==> src/rtl/custom_axi_ip_regs.sv <==
// AXI4-Lite register front-end for the custom_axi_ip compute core.
// Holds the DATA_IN operand, issues the one-cycle start strobe, and exposes the
// core result and state along with sticky DONE/ERROR flags.
module custom_axi_ip_regs #(
   parameter int unsigned DATA_WIDTH = 32,
   parameter int unsigned ADDR_WIDTH = 4
) (
   input  logic                    clk_i,
   input  logic                    rst_i,
   input  logic [ADDR_WIDTH-1:0]   s_axi_awaddr,
   input  logic                    s_axi_awvalid,
   output logic                    s_axi_awready,
   input  logic [DATA_WIDTH-1:0]   s_axi_wdata,
   input  logic [DATA_WIDTH/8-1:0] s_axi_wstrb,
   input  logic                    s_axi_wvalid,
   output logic                    s_axi_wready,
   output logic [1:0]              s_axi_bresp,
   output logic                    s_axi_bvalid,
   input  logic                    s_axi_bready,
   input  logic [ADDR_WIDTH-1:0]   s_axi_araddr,
   input  logic                    s_axi_arvalid,
   output logic                    s_axi_arready,
   output logic [DATA_WIDTH-1:0]   s_axi_rdata,
   output logic [1:0]              s_axi_rresp,
   output logic                    s_axi_rvalid,
   input  logic                    s_axi_rready,
   output logic [DATA_WIDTH-1:0]   ipreg_data,
   output logic                    enable_out,
   input  logic [DATA_WIDTH-1:0]   ipreg_data_in,
   input  logic [1:0]              status_in
);

   localparam int unsigned StrbWidth = DATA_WIDTH / 8;
   localparam logic [1:0] RespOkay   = 2'd0;
   localparam logic [1:0] RespSlvErr = 2'd2;

   typedef enum logic [1:0] {
      StIdle  = 2'd0,
      StBusy  = 2'd1,
      StDone  = 2'd2,
      StError = 2'd3
   } status_e;

   logic                  aw_got_q, w_got_q;
   logic [ADDR_WIDTH-1:0] aw_addr_q;
   logic [DATA_WIDTH-1:0] w_data_q;
   logic [StrbWidth-1:0]  w_strb_q;
   logic [DATA_WIDTH-1:0] data_in_q, data_in_d;
   logic                  done_q, done_d, err_q, err_d;
   logic                  enable_q;
   logic                  bvalid_q, rvalid_q;
   logic [1:0]            bresp_q, bresp_d, rresp_q, rresp_d;
   logic [DATA_WIDTH-1:0] rdata_q, rdata_d;

   logic                  aw_hs, w_hs, ar_hs, commit;
   logic [ADDR_WIDTH-1:0] wr_addr;
   logic [DATA_WIDTH-1:0] wr_data;
   logic [StrbWidth-1:0]  wr_strb;
   logic                  start_ok, start_rej, done_clr, err_clr;
   logic                  unused_addr_lsbs;

   // Any address bit above the 16-byte window makes the access out of range.
   function automatic logic addr_oor(input logic [ADDR_WIDTH-1:0] a);
      return (a >> 4) != '0;
   endfunction

   assign s_axi_awready = !aw_got_q && !bvalid_q;
   assign s_axi_wready  = !w_got_q && !bvalid_q;
   assign s_axi_arready = !rvalid_q;
   assign s_axi_bvalid  = bvalid_q;
   assign s_axi_bresp   = bresp_q;
   assign s_axi_rvalid  = rvalid_q;
   assign s_axi_rdata   = rdata_q;
   assign s_axi_rresp   = rresp_q;
   assign ipreg_data    = data_in_q;
   assign enable_out    = enable_q;

   assign unused_addr_lsbs = ^{wr_addr[1:0], s_axi_araddr[1:0]};

   // Write decode: merge held and live AW/W, commit once both halves are present.
   always_comb begin
      aw_hs     = s_axi_awvalid && s_axi_awready;
      w_hs      = s_axi_wvalid && s_axi_wready;
      commit    = (aw_hs || aw_got_q) && (w_hs || w_got_q);
      wr_addr   = aw_got_q ? aw_addr_q : s_axi_awaddr;
      wr_data   = w_got_q ? w_data_q : s_axi_wdata;
      wr_strb   = w_got_q ? w_strb_q : s_axi_wstrb;
      data_in_d = data_in_q;
      bresp_d   = RespOkay;
      start_ok  = 1'b0;
      start_rej = 1'b0;
      done_clr  = 1'b0;
      err_clr   = 1'b0;
      if (commit) begin
         if (addr_oor(wr_addr)) begin
            bresp_d = RespSlvErr;
         end else begin
            unique case (wr_addr[3:2])
               2'd0: begin
                  if (wr_strb[0] && wr_data[0]) begin
                     if (status_in == StIdle) start_ok = 1'b1;
                     else                     start_rej = 1'b1;
                  end
               end
               2'd1: begin
                  for (int b = 0; b < StrbWidth; b++) begin
                     if (wr_strb[b]) data_in_d[8*b +: 8] = wr_data[8*b +: 8];
                  end
               end
               2'd2: bresp_d = RespSlvErr;
               default: begin
                  if (wr_strb[0]) begin
                     done_clr = wr_data[2];
                     err_clr  = wr_data[3];
                  end
               end
            endcase
         end
      end
      // Hardware set beats a same-cycle W1C clear.
      done_d = (done_q && !done_clr) || (status_in == StDone);
      err_d  = (err_q && !err_clr) || (status_in == StError) || start_rej;
   end

   // Read decode: snapshot of pre-write register state.
   always_comb begin
      ar_hs   = s_axi_arvalid && !rvalid_q;
      rdata_d = '0;
      rresp_d = RespOkay;
      if (addr_oor(s_axi_araddr)) begin
         rresp_d = RespSlvErr;
      end else begin
         unique case (s_axi_araddr[3:2])
            2'd0:    rdata_d = '0;
            2'd1:    rdata_d = data_in_q;
            2'd2:    rdata_d = ipreg_data_in;
            default: rdata_d = {{(DATA_WIDTH-4){1'b0}}, err_q, done_q, status_in};
         endcase
      end
   end

   // Channel state, registers and sticky flags.
   always_ff @(posedge clk_i) begin
      if (rst_i) begin
         aw_got_q  <= 1'b0;
         w_got_q   <= 1'b0;
         aw_addr_q <= '0;
         w_data_q  <= '0;
         w_strb_q  <= '0;
         data_in_q <= '0;
         done_q    <= 1'b0;
         err_q     <= 1'b0;
         enable_q  <= 1'b0;
         bvalid_q  <= 1'b0;
         bresp_q   <= RespOkay;
         rvalid_q  <= 1'b0;
         rdata_q   <= '0;
         rresp_q   <= RespOkay;
      end else begin
         if (aw_hs) aw_addr_q <= s_axi_awaddr;
         if (w_hs) begin
            w_data_q <= s_axi_wdata;
            w_strb_q <= s_axi_wstrb;
         end
         aw_got_q  <= !commit && (aw_got_q || aw_hs);
         w_got_q   <= !commit && (w_got_q || w_hs);
         data_in_q <= data_in_d;
         done_q    <= done_d;
         err_q     <= err_d;
         enable_q  <= start_ok;
         if (commit) begin
            bvalid_q <= 1'b1;
            bresp_q  <= bresp_d;
         end else if (s_axi_bready) begin
            bvalid_q <= 1'b0;
         end
         if (ar_hs) begin
            rvalid_q <= 1'b1;
            rdata_q  <= rdata_d;
            rresp_q  <= rresp_d;
         end else if (s_axi_rready) begin
            rvalid_q <= 1'b0;
         end
      end
   end

endmodule

==> config.mk <==
export PLATFORM = sky130hd
export DESIGN_NAME = custom_axi_ip_regs
export DESIGN_NICKNAME = d
export VERILOG_FILES = /design/src/rtl/custom_axi_ip_regs.sv
export SDC_FILE = /design/constraint.sdc
export NUM_CORES = 1
export LEC_CHECK = 0
export ABC_AREA = 1
export CAP_MARGIN = 30
export CORE_MARGIN = 8
export CORE_UTILIZATION = 44
export CTS_BUF_LIST = sky130_fd_sc_hd__clkbuf_8
export DETAILED_ROUTE_END_ITERATION = 12
export PLACE_DENSITY_LB_ADDON = 0.2
export SETUP_SLACK_MARGIN = 0.05
export SYNTH_ARGS = -nofsm -noshare
export SYNTH_HDL_FRONTEND = slang
export SYNTH_SLANG_ARGS = --single-unit
==> constraint.sdc <==
create_clock -name clk_i -period 1.3 [get_ports clk_i]
set_clock_uncertainty 0.1 [all_clocks]
set_input_delay 0.195 -clock clk_i [delete_from_list [all_inputs] [get_ports clk_i]]
set_output_delay 0.195 -clock clk_i [all_outputs]
set_load 0.02 [all_outputs]
==> reports/results.ini <==
[cells_and_area]
drive_above_1_share=0.2617
final_cells=1065
area_growth_pct=49.47
fin_area_sq_mm=0.007640
final_nets=1002

[hold_path]
worstHoldPathCells=4
hp-start=s_axi_araddr[3]
hold_end=s_axi_rdata[2]$_SDFFE_PP0P_
worstHoldPathType=input pin to register

[synth]
synth_cells=715
synth_edf_count=0
synth_top_cell_area_share=0.4308
syn_area_sq_mm=0.005111
synth_area_leaders=dfxtp_1 43%, nor2_1 13%, nand2_1 7.8%
synth_area_per_cell_sq_um=7.148
synthTopCellsByCount=173 x nor2_1, 110 x dfxtp_1, 106 x nand2_1, 75 x inv_1, 63 x nand3_1
ys_seq_area_frac=0.4308
ys_warn_count=0
synth_async_sr_flop_share=0
synth_cell_types=27
yosysMostFrequentCell=nor2_1
ys.flop_type=dfxtp_1
synth_area_leader_cell=dfxtp_1
yosys_register_bits=110

[detailed_routing]
drcViolationCount=0
drtPass1Iterations=5
initialDrtViolationCount=373
num_vias=5277
ant_nets=0
wl_per_cell_microns=15.62
via_per_inst=4.955
routed_wl_microns=16640

[cts]
cts_buffer_depth=2
tritoncts=built
cts_buffers=9
cts.htree.levels=3
clock_latency_ns=0.37
cts.sinks=110
cts-root-buf=clkbuf_8
cts.clk_slew.worst_paths_ns=0.10

[placement]
dpl.cell_count=1035
post-place-ws_ns=-0.5219
placed_area_sq_mm=0.007229
gp_congestion=0.8529
io_buffers=151
place_hpwl_microns=11820

[grt]
grt_pass1_vias=4930
grt-ovfl-total=0
grt_pass1_wl_microns=24490
grt_start_max_net_pins=55
grt_usage=0.1975
antenna_found_initial=0

[floorplan]
die_w_microns=123.8
ios=159
dieArea_sq_mm=0.01532
initial_core_util=0.4495
die_h_microns=123.8
core-area_sq_mm=0.01137
num_rows=39

[flow_run]
max-cap-violations=0

[critical_path]
critical_path_arrival_ns=1.73
path_max_fanout=8
start_kind=register
critPathRequiredTime_ns=1.50
r2r_slack_ns=-0.23
ff2ff_path_depth=10
path_cells=inv_4 -> nand2_2 -> nand2_2 -> inv_2 -> nand2_4 -> inv_4 -> nand2_8 -> a21oi_4 -> nor2_1 -> nor2_1
critical_path_class=register to register
crit_start=aw_got_q$_SDFF_PP0_
reg2reg_to=ipreg_data[26]$_SDFFE_PP0P_
critical-path-max-stage-delay_ns=0.41
critPathCaptureType=register
cp_slowest_cell=dfxtp_4
regToRegStartpoint=aw_got_q$_SDFF_PP0_

[sta]
max_freq_mhz=652.7
finalCritPeriodShare=1.179
setup_slack_ns=-0.2321
maxSlewViolCount=0
rsz0062_at_grt=yes
finalSetupViolations=68
hold_viol_final=0
whs_ns=0.2180
min_period_ns=1.532

[run_status]
violations=setup timing
outcome=complete, but fails checks

[power_and_ir_drop]
power_density_mw_per_mm2=1086
fin_total_pwr_mw=8.295
p_leak_nw=3.638
max-vdd-ir-drop_mv=0.6361

==> repair_timing <==
action	in CTS	in global routing
endpoints found under the setup margin	175	114
setup buffers	2	5
gates cloned	1	6
hold buffers	0	0
gates resized for setup	309	67
pin swaps	5	30
==> routing by layer <==
layer,part of all wire,track usage
met1,0.46,0.2687
met2,0.47,0.3139
met3,0.058,0.03400
met4,0.018,0.05719
met5,0,0
==> final cells by class <==
| type | instances | area [sq um] |
|---|---|---|
| fillers | 1015 | 3730 |
| multi-input cells | 481 | 2614 |
| flip-flops and latches | 110 | 2221 |
| repair buffers | 234 | 2061 |
| inverters | 81 | 334.1 |
| well taps | 143 | 178.9 |
| clock buffers | 11 | 151.4 |
| clock inverters | 4 | 77.57 |
| diodes | 1 | 2.502 |
==> stage by stage <==
stage                       util  setup TNS [ns]
final                     0.6719          -7.736
after global routing      0.6717          -12.99
after CTS                 0.6362          -10.53
after detailed placement  0.6359          -42.13
after global placement    0.6359          -38.85
after floorplan                -          -4.144
==> cell families after synthesis <==
logic type             Yosys count  synth area share
DFF                            110            0.4308
muxes                           29           0.05679
and+or+nand+nor                357            0.2903
buffers and inverters          126            0.1033
AOI/OAI and AO/OA               92            0.1180
other                            1         0.0007337
==> power by group <==
| part | internal, mW | leakage (nW) | total, mW | switching [mW] |
|---|---|---|---|---|
| logic | 0.992 | 2.61 | 2.16 | 1.17 |
| clock network | 1.20 | 0.116 | 2.35 | 1.16 |
| registers | 3.63 | 0.908 | 3.78 | 0.158 |
| total | 5.81 | 3.64 | 8.29 | 2.48 |
==> worst max path at each step <==
stage          cells after the start                           to  slack, ns
2_1_floorplan                      9  ipreg_data[10]$_SDFFE_PP0P_      -0.16
3_3_place_gp                       8   ipreg_data[7]$_SDFFE_PP0P_      -0.44
3_5_place_dp                       8   ipreg_data[7]$_SDFFE_PP0P_      -0.52
4_1_cts                            9  ipreg_data[26]$_SDFFE_PP0P_      -0.20
5_1_grt                           10   ipreg_data[9]$_SDFFE_PP0P_      -0.32
6_report                          10  ipreg_data[26]$_SDFFE_PP0P_      -0.23
==> cell usage in the layout (no fill, tap or decap), drive strengths merged <==
cell           count
dfxtp            110
buf              147
dlygate4sd2        1
inv               82
nor3               2
nand3             63
or2                1
o21ai             51
nor2             178
mux2i             29
a21oi              9
nor4               1
o21a               1
nand2            112
clkbuf            18
conb               3
a31oi              4
bufinv             2
diode              1
o221ai            27
clkdlybuf4s50     78
dlymetal6s2s       1
clkinv             1
==> worst max-delay path: cells and delay by family, from the launching register on <==
family | cells | cell delay [ns]
compound gates | 1 | 0.24
simple gates | 6 | 0.50
buf+inv | 3 | 0.22
flops | 1 | 0.41
==> registers in the layout, summed over array words and instances, names as in the netlist <==
name	flops
ipreg_data	32
s_axi_rdata	32
w_data_q	32
w_strb_q	4
aw_addr_q	2
aw_got_q	1
done_q	1
enable_out	1
err_q	1
s_axi_bresp	1
s_axi_bvalid	1
s_axi_rvalid	1
w_got_q	1
No activity file was read; power rests on OpenSTA's default activity.
